--- src/rtl/mdc_r2_stage.sv ---
// Radix-2 DIF stage for an MDC FFT pipeline: butterfly, twiddle multiply
// on the difference path, and delay-commutator reordering for the next stage.
module mdc_r2_stage #(
   parameter int W     = 9,
   parameter int M     = 16,
   parameter int TW    = 8,
   parameter int SCALE = 0
) (
   input  logic                clk,
   input  logic                rst,
   input  logic                in_valid,
   input  logic                in_sof,
   input  logic                in_inv,
   input  logic signed [W-1:0] in_up_re,
   input  logic signed [W-1:0] in_up_im,
   input  logic signed [W-1:0] in_lo_re,
   input  logic signed [W-1:0] in_lo_im,
   input  logic                ovf_clr,
   output logic                out_valid,
   output logic                out_sof,
   output logic signed [W-1:0] out_up_re,
   output logic signed [W-1:0] out_up_im,
   output logic signed [W-1:0] out_lo_re,
   output logic signed [W-1:0] out_lo_im,
   output logic                ovf
);

   localparam int D   = M / 2;
   localparam int NB  = $clog2(M);
   localparam int SH  = TW - 2;
   localparam int PW  = W + TW + 1;
   localparam int RND = 1 << (TW - 3);
   localparam real PI = 3.14159265358979323846;
   localparam real WS = 1.0 * (1 << (TW - 2));

   localparam logic signed [W-1:0] MAXV = {1'b0, {(W-1){1'b1}}};
   localparam logic signed [W-1:0] MINV = {1'b1, {(W-1){1'b0}}};

   // sign-extend one bit so a sum or difference cannot wrap
   function automatic logic signed [W:0] sx(input logic signed [W-1:0] v);
      return {v[W-1], v};
   endfunction

   function automatic logic ov1(input logic signed [W:0] v);
      return v[W] != v[W-1];
   endfunction

   function automatic logic signed [W-1:0] sat1(input logic signed [W:0] v);
      if (!ov1(v))
         return v[W-1:0];
      return v[W] ? MINV : MAXV;
   endfunction

   // butterfly output: halve (floor) or clamp depending on SCALE
   function automatic logic signed [W-1:0] bf(input logic signed [W:0] v);
      if (SCALE != 0)
         return v[W:1];
      return sat1(v);
   endfunction

   function automatic logic ovfp(input logic signed [PW-1:0] v);
      return v[PW-1:W-1] != {(PW-W+1){v[W-1]}};
   endfunction

   function automatic logic signed [W-1:0] satp(input logic signed [PW-1:0] v);
      if (!ovfp(v))
         return v[W-1:0];
      return v[PW-1] ? MINV : MAXV;
   endfunction

   // ---------------- sample index / inverse latch ----------------
   logic          sof_hit;
   logic [NB-1:0] n_q;
   logic [NB-1:0] n_cur;
   logic          inv_q;
   logic          inv_cur;

   assign sof_hit = in_valid & in_sof;
   assign n_cur   = sof_hit ? '0 : n_q;
   assign inv_cur = sof_hit ? in_inv : inv_q;

   // sample counter restarts on sof; inverse mode captured with it
   always_ff @(posedge clk or posedge rst) begin
      if (rst) begin
         n_q   <= '0;
         inv_q <= 1'b0;
      end else if (in_valid) begin
         n_q   <= (n_cur == NB'(M - 1)) ? '0 : n_cur + NB'(1);
         inv_q <= inv_cur;
      end
   end

   // ---------------- butterfly ----------------
   logic signed [W:0] s_re;
   logic signed [W:0] s_im;
   logic signed [W:0] f_re;
   logic signed [W:0] f_im;
   logic              bf_ovf;

   assign s_re = sx(in_up_re) + sx(in_lo_re);
   assign s_im = sx(in_up_im) + sx(in_lo_im);
   assign f_re = sx(in_up_re) - sx(in_lo_re);
   assign f_im = sx(in_up_im) - sx(in_lo_im);

   assign bf_ovf = (SCALE == 0) && in_valid &&
                   (ov1(s_re) || ov1(s_im) || ov1(f_re) || ov1(f_im));

   logic                v1;
   logic                inv1;
   logic [NB-1:0]       n1;
   logic signed [W-1:0] u1_re;
   logic signed [W-1:0] u1_im;
   logic signed [W-1:0] d1_re;
   logic signed [W-1:0] d1_im;

   // butterfly register: sum and difference tagged with index and mode
   always_ff @(posedge clk or posedge rst) begin
      if (rst) begin
         v1    <= 1'b0;
         inv1  <= 1'b0;
         n1    <= '0;
         u1_re <= '0;
         u1_im <= '0;
         d1_re <= '0;
         d1_im <= '0;
      end else begin
         v1 <= in_valid;
         if (in_valid) begin
            inv1  <= inv_cur;
            n1    <= n_cur;
            u1_re <= bf(s_re);
            u1_im <= bf(s_im);
            d1_re <= bf(f_re);
            d1_im <= bf(f_im);
         end
      end
   end

   // ---------------- twiddle ROM ----------------
   logic signed [TW-1:0] rom_re [M];
   logic signed [TW-1:0] rom_im [M];

   for (genvar i = 0; i < M; i++) begin : g_rom
      localparam real A  = PI * i / M;
      localparam real CR = WS * $cos(A);
      localparam real CI = -WS * $sin(A);
      localparam int  WR = (CR >= 0.0) ? $rtoi(CR + 0.5) : $rtoi(CR - 0.5);
      localparam int  WI = (CI >= 0.0) ? $rtoi(CI + 0.5) : $rtoi(CI - 0.5);
      assign rom_re[i] = TW'(WR);
      assign rom_im[i] = TW'(WI);
   end

   logic signed [TW-1:0] w_re;
   logic signed [TW-1:0] w_im;

   assign w_re = rom_re[n1];
   assign w_im = inv1 ? -rom_im[n1] : rom_im[n1];

   // ---------------- complex multiply ----------------
   logic signed [PW-1:0] acc_re;
   logic signed [PW-1:0] acc_im;
   logic signed [PW-1:0] sh_re;
   logic signed [PW-1:0] sh_im;
   logic                 mul_ovf;

   assign acc_re = PW'(d1_re) * PW'(w_re) - PW'(d1_im) * PW'(w_im) + PW'(RND);
   assign acc_im = PW'(d1_re) * PW'(w_im) + PW'(d1_im) * PW'(w_re) + PW'(RND);
   assign sh_re  = acc_re >>> SH;
   assign sh_im  = acc_im >>> SH;

   assign mul_ovf = v1 && (ovfp(sh_re) || ovfp(sh_im));

   logic                v2;
   logic [NB-1:0]       n2;
   logic signed [W-1:0] u2_re;
   logic signed [W-1:0] u2_im;
   logic signed [W-1:0] l2_re;
   logic signed [W-1:0] l2_im;

   // multiply/round register: upper sum passes alongside the twiddled diff
   always_ff @(posedge clk or posedge rst) begin
      if (rst) begin
         v2    <= 1'b0;
         n2    <= '0;
         u2_re <= '0;
         u2_im <= '0;
         l2_re <= '0;
         l2_im <= '0;
      end else begin
         v2 <= v1;
         if (v1) begin
            n2    <= n1;
            u2_re <= u1_re;
            u2_im <= u1_im;
            l2_re <= satp(sh_re);
            l2_im <= satp(sh_im);
         end
      end
   end

   // ---------------- delay commutator ----------------
   logic signed [W-1:0] ldl_re [D];
   logic signed [W-1:0] ldl_im [D];
   logic signed [W-1:0] udl_re [D];
   logic signed [W-1:0] udl_im [D];
   logic                swap;
   logic signed [W-1:0] cu_re;
   logic signed [W-1:0] cu_im;
   logic signed [W-1:0] cl_re;
   logic signed [W-1:0] cl_im;

   assign swap  = n2[NB-1];
   assign cu_re = swap ? ldl_re[D-1] : u2_re;
   assign cu_im = swap ? ldl_im[D-1] : u2_im;
   assign cl_re = swap ? u2_re : ldl_re[D-1];
   assign cl_im = swap ? u2_im : ldl_im[D-1];

   // lower delay: holds the twiddled half until its partner arrives
   always_ff @(posedge clk or posedge rst) begin
      if (rst) begin
         for (int i = 0; i < D; i++) begin
            ldl_re[i] <= '0;
            ldl_im[i] <= '0;
         end
      end else if (v2) begin
         ldl_re[0] <= l2_re;
         ldl_im[0] <= l2_im;
         for (int i = 1; i < D; i++) begin
            ldl_re[i] <= ldl_re[i-1];
            ldl_im[i] <= ldl_im[i-1];
         end
      end
   end

   // upper delay: realigns the commutated upper path
   always_ff @(posedge clk or posedge rst) begin
      if (rst) begin
         for (int i = 0; i < D; i++) begin
            udl_re[i] <= '0;
            udl_im[i] <= '0;
         end
      end else if (v2) begin
         udl_re[0] <= cu_re;
         udl_im[0] <= cu_im;
         for (int i = 1; i < D; i++) begin
            udl_re[i] <= udl_re[i-1];
            udl_im[i] <= udl_im[i-1];
         end
      end
   end

   // ---------------- priming and output ----------------
   logic [NB-1:0] pcnt;
   logic          primed;

   assign primed = (pcnt == NB'(D));

   // count the first D samples through the commutator; no output for them
   always_ff @(posedge clk or posedge rst) begin
      if (rst)
         pcnt <= '0;
      else if (v2 && !primed)
         pcnt <= pcnt + NB'(1);
   end

   // output register; data hold while no valid pair is presented
   always_ff @(posedge clk or posedge rst) begin
      if (rst) begin
         out_valid <= 1'b0;
         out_sof   <= 1'b0;
         out_up_re <= '0;
         out_up_im <= '0;
         out_lo_re <= '0;
         out_lo_im <= '0;
      end else if (v2 && primed) begin
         out_valid <= 1'b1;
         out_sof   <= (n2 == NB'(D));
         out_up_re <= udl_re[D-1];
         out_up_im <= udl_im[D-1];
         out_lo_re <= cl_re;
         out_lo_im <= cl_im;
      end else begin
         out_valid <= 1'b0;
         out_sof   <= 1'b0;
      end
   end

   // sticky overflow; a new event wins over a clear in the same cycle
   always_ff @(posedge clk or posedge rst) begin
      if (rst)
         ovf <= 1'b0;
      else if (bf_ovf || mul_ovf)
         ovf <= 1'b1;
      else if (ovf_clr)
         ovf <= 1'b0;
   end

endmodule

--- config.mk ---
export PLATFORM = sky130hd
export DESIGN_NAME = mdc_r2_stage
export DESIGN_NICKNAME = d
export VERILOG_FILES = /design/src/rtl/mdc_r2_stage.sv
export SDC_FILE = /design/constraint.sdc
export NUM_CORES = 2
export LEC_CHECK = 0
export CAP_MARGIN = 0
export CORE_MARGIN = 3
export CORE_UTILIZATION = 53
export CTS_BUF_LIST = sky130_fd_sc_hd__clkbuf_8
export CTS_CLUSTER_DIAMETER = 60
export DETAILED_ROUTE_END_ITERATION = 10
export PLACE_DENSITY = 0.7
export SYNTH_ARGS = -nofsm -noshare
export SYNTH_HDL_FRONTEND = slang
export SYNTH_SLANG_ARGS = --single-unit
--- constraint.sdc ---
create_clock -name clk -period 32.5 [get_ports clk]
set_input_delay 8.125 -clock clk [delete_from_list [all_inputs] [get_ports clk]]
set_output_delay 8.125 -clock clk [all_outputs]
set_load 0.01 [all_outputs]
======== Word level (Yosys, flattened, before mapping) ========
Memories as Yosys holds them, arrays and structs flattened.
Cells that the tools add are included.
word-level totals
  register bits after elaboration ......... 418
  memories ................................ 2
  ROM bits ................................ 256
  word-level logic and storage cells ...... 141
  RAM bits ................................ 0
  input bits .............................. 42
  latch bits .............................. 0
memory list
  memory            words  bits a word  read ports  clocked after memory_dff  wr ports  line  text
  (name not given)  16     8            1           0                         0         157   assign w_im = inv1 ? -rom_im[n1] : rom_im[n1];
  (name not given)  16     8            1           0                         0         156   assign w_re = rom_re[n1];
cells by class
  div/mod/pow operators ................... 0
  mux-type cells .......................... 46
  $mul .................................... 4
  magnitude comparators ................... 1
  reduce and logical (&&, ||, !) cells .... 12
  eq/ne operators ......................... 9
  add/sub/neg operators ................... 11
  shifts and indexed selects .............. 0
  bitwise logic cells ..................... 2
operators by type and width
  cell                                                              count
  9-bit two-way mux                                                 22
  9-bit by 8-bit multiplier with 17-bit output                      4
  8-bit two-way mux                                                 5
  18-bit by 7-bit adder with 18-bit output (second input constant)  2
  9-bit by 9-bit adder with 10-bit output                           2
  9-bit by 9-bit subtractor with 10-bit output                      2
  17-bit by 17-bit adder with 18-bit output                         1
  9-bit inequality test                                             2
  17-bit by 17-bit subtractor with 18-bit output                    1
  1-bit two-way mux                                                 17
  4-bit equality test (second input constant)                       3
  4-bit by 1-bit adder with 4-bit output (second input constant)    2
  4-bit two-way mux                                                 2
  8-bit negation                                                    1
  5-bit >= comparator (second input constant)                       1
  1-bit logical OR                                                  5
  4-bit NOT with 5-bit output                                       1
  1-bit logical AND                                                 4
  1-bit inequality test                                             4
  2-bit AND reduction                                               1
  2-bit nonzero test                                                1
  1-bit bitwise AND                                                 1
  1-bit zero test                                                   1

======== Longest topological paths before layout ========
  word-level depth ........................ 14
  gate-level depth with buffers ........... 37

======== Least setup slack after synthesis ========
OpenSTA, ideal clock, no wires.
  path type ............................... input to register
  start ................................... in in_lo_re[1]
  end ..................................... reg d1_re[2]
  slack ................................... 21.905 ns
  cell stages on the path ................. 12
  arrival ................................. 10.470 ns
  data required time ...................... 32.375 ns
  setup time .............................. 0.125 ns
  cells stage by stage .................... inv_1 ha_1 nor2b_1 o21ai_1 a21boi_1 o31a_1 o21ai_1 nand2b_1 a2111oi_0 a21oi_1 maj3_1 mux2_2
between the ends
  word-level cells in the longest chain between the ends .. 5
ends and longest elaborated chain
  element                                           line  text
  from (decl)                                       16    input logic signed [W-1:0] in_lo_re,
  9-bit by 9-bit subtractor with 10-bit output (*)  102   assign f_re = sx(in_up_re) - sx(in_lo_re);
  1-bit inequality test                             45    return v[W] != v[W-1];
  1-bit two-way mux                                 49    if (!ov1(v))
  1-bit two-way mux                                 128   if (in_valid) begin
  9-bit two-way mux (*)                             51    return v[W] ? MINV : MAXV;
  to (signal assigned)                              133   d1_re <= bf(f_re);
  to (decl)                                         113   logic signed [W-1:0] d1_re;
Every way passes the cells marked *; elsewhere a longest branch is shown, timed or not. The select of a mux whose other input is x is not followed.
A chain may end at the register's enable or synchronous reset.

==> results.yml <==
status:
  status: "completed"
global_routing:
  grt_max_degree: 161
  overflow: 0
  grt_pass1_wl_um: 104300
  grt_use_total_pct: 21.55
  antenna_found_initial: 3
  grt_pass1_vias: 20590
worst_setup_path:
  startpoint_type: "input pin"
  slowest_stage: "buf_4"
  arrival_ns: 11.85
  critical_path.top_delay_family: "buffers and inverters"
  path_common_cell: "buf_4"
  worst_ep_required_time_ns: 33.10
  slowest_delay_ns: 0.88
  crit_fanout: 121
  cp_num_buf_inv: 5
  crit_type: "in2async"
  path_cells: "clkdlybuf4s50_1, inv_8, buf_4, buf_4, buf_4"
  worstSetupEndpointType: "asynchronous set/reset pin"
cts:
  clock_latency_ns: 0.63
  cts_hold_buf: 0
  clk_path_buf_depth: 3
  ctsResizeCount: 0
  numClockSinks: 418
  cts_tree: "built"
  numCtsBuffers: 71
  clock-root-buffer: "clkbuf_8"
  postCtsSetupBuffers: 0
  cts_max_level: 3
  clk_pin_slew_ns: 0.06
finish:
  final_common_cell: "inv_1"
  final_cell_mix: "439 x inv_1, 415 x dfrtp_1, 326 x mux2_2"
  final_layout_size_suffix_gt1_share_pct: 17.53
  multi_input_comb_area_mm2: 0.01755
  ff_latch_area_mm2: 0.01047
  finalNonFillerCells: 3547
  fin_util_pct: 59.35
  fillers: 4623
  syn_to_final_growth_pct: 9.971
  final_nets: 3256
sta:
  setup_violations: 0
  drv_slew: 0
  worstMarginPinSlew_ns: 1.202
  final_hold_viol_count: 0
  period_minus_slack_ns: 11.25
  fmax_mhz: 88.90
  post-route-period-util_pct: 34.61
  fin_setup_tns_ns: 0
  slew_headroom_pct: 19.84
  rsz0062_at_grt: "no"
  skew_ns: 0.04716
worst_hold_path:
  hold_path_class: "reg2reg"
logic_synthesis:
  synth_edf_count: 0
  postSynthNetCount: 3187
  synthFlopType: "dfrtp_1"
  synth-seq-cells: 418
  synthArstFlopShare_pct: 100.0
  yosys.cell_types.count: 71
  synth.avg_cell_area_um2: 11.18
  ys_seq_area_share_pct: 34.91
  netlist_instances: 2680
  synth_area_mm2: 0.02996
  ys_warn_count: 0
floorplan:
  core_mm2: 0.05552
  start_util_pct: 53.97
  fp.dieW_um: 243.8
  die_h_um: 243.8
  num_rows: 86
  die_area_mm2: 0.05943
  io_pins: 81
route:
  vias: 18960
  dr.pass1.iters: 5
  ant_nets: 0
  vias_per_cell: 5.345
  wirelength_um: 60740
  drc: 0
  wl_per_cell_um: 17.12
  drt_iter0_drc: 1224
flow_run:
  maxCapViolCount: 0
placed_design:
  io_buffers: 80
  place_inst: 3424
  gp_congestion: 0.8734
  dp_hpwl_um: 44600
cell families after synthesis:
family	share of synthesized area (%)
flip-flops	34.91
adder cells (fa/ha/maj)	28.15
AND/OR/NAND/NOR	9.407
buffers and inverters	6.631
AO/OA/AOI/OAI	4.710
multiplexers	13.95
XOR/XNOR	2.246
final timing paths:
check	cells after the start	start	slack, ns	to
min in group asynchronous	2	rst	8.05	l2_re[8]
hold reg to reg	2	udl_im[8]	0.47	out_up_im[8]
hold / removal	2	udl_im[8]	0.47	out_up_im[8]
setup reg to reg	24	n1[3]	22.68	l2_re[7]
max in group clk	13	in_lo_re[1]	21.55	d1_re[4]
setup / recovery	5	rst	21.25	l2_im[2]
registers in the layout (all words and copies together), names as in the netlist, 4 cells and up:
signal and count:
u2_re 9, u1_im 9, d1_re 9, n2 4, udl_im 72, pcnt 4, out_up_re 9, udl_re 72
out_lo_im 9, l2_re 9, l2_im 9, u1_re 9, n_q 4, u2_im 9, d1_im 9, ldl_re 72
ldl_im 72, out_lo_re 9, n1 4, out_up_im 9
synthesized netlist by cell type (50+ instances only):
master    count  area share, %
a21oi_1      75            1.3
and2_1      144            3.0
clkbuf_1     99            1.2
dfrtp_1     418             35
fa_1        310             21
ha_1        155            6.5
inv_1       415            5.2
mux2_2      326             12
nand2_1     224            2.8
nor2_1       98            1.2
o21ai_0      50           0.84
xnor2_1      56            1.6
layout make-up:
cell class,instances,share of cell area [%]
Antenna cell,3,0.02278
Timing Repair Buffer,104,3.000
Clock inverter,35,0.8163
Sequential cell,418,31.76
Multi-Input combinational cell,1739,53.26
Clock buffer,85,3.550
Inverter,415,4.750
Tap cell,748,2.840
worst reg2reg max path: cells and delay by family (launching register included):
kind | cells | cell delay [ns]
fa+ha+maj | 7 | 3.37
xor+xnor | 2 | 0.43
simple gates | 5 | 1.43
compound gates | 7 | 2.95
buf+inv | 2 | 0.09
flops | 1 | 0.87
mux | 1 | 0.49
per-layer routing:
metal	GRT usage, %	vias to the layer above	part of all wire (%)
li1	-	8722	-
met1	29.74	9745	45
met2	35.82	393	49
met3	3.214	95	4.5
met4	5.940	2	2.2
met5	0	-	0.021
stage by stage:
| stage | hold WS [ns] | instance area (µm²) | worst slack (ns) |
|---|---|---|---|
| after floorplan | 0.3519 | 29970 | 12.74 |
| after CTS | 0.4651 | 32950 | 21.09 |
| after global routing | 0.4921 | 32950 | 20.69 |
| final | 0.4653 | 32950 | 21.25 |
| after global placement | 0.4487 | 31510 | 20.50 |
| after detailed placement | 0.4482 | 31510 | 20.41 |
Power is left out: the tool's default activity adds up to more than one toggle a clock period on the data nets, which glitch-free logic cannot reach.
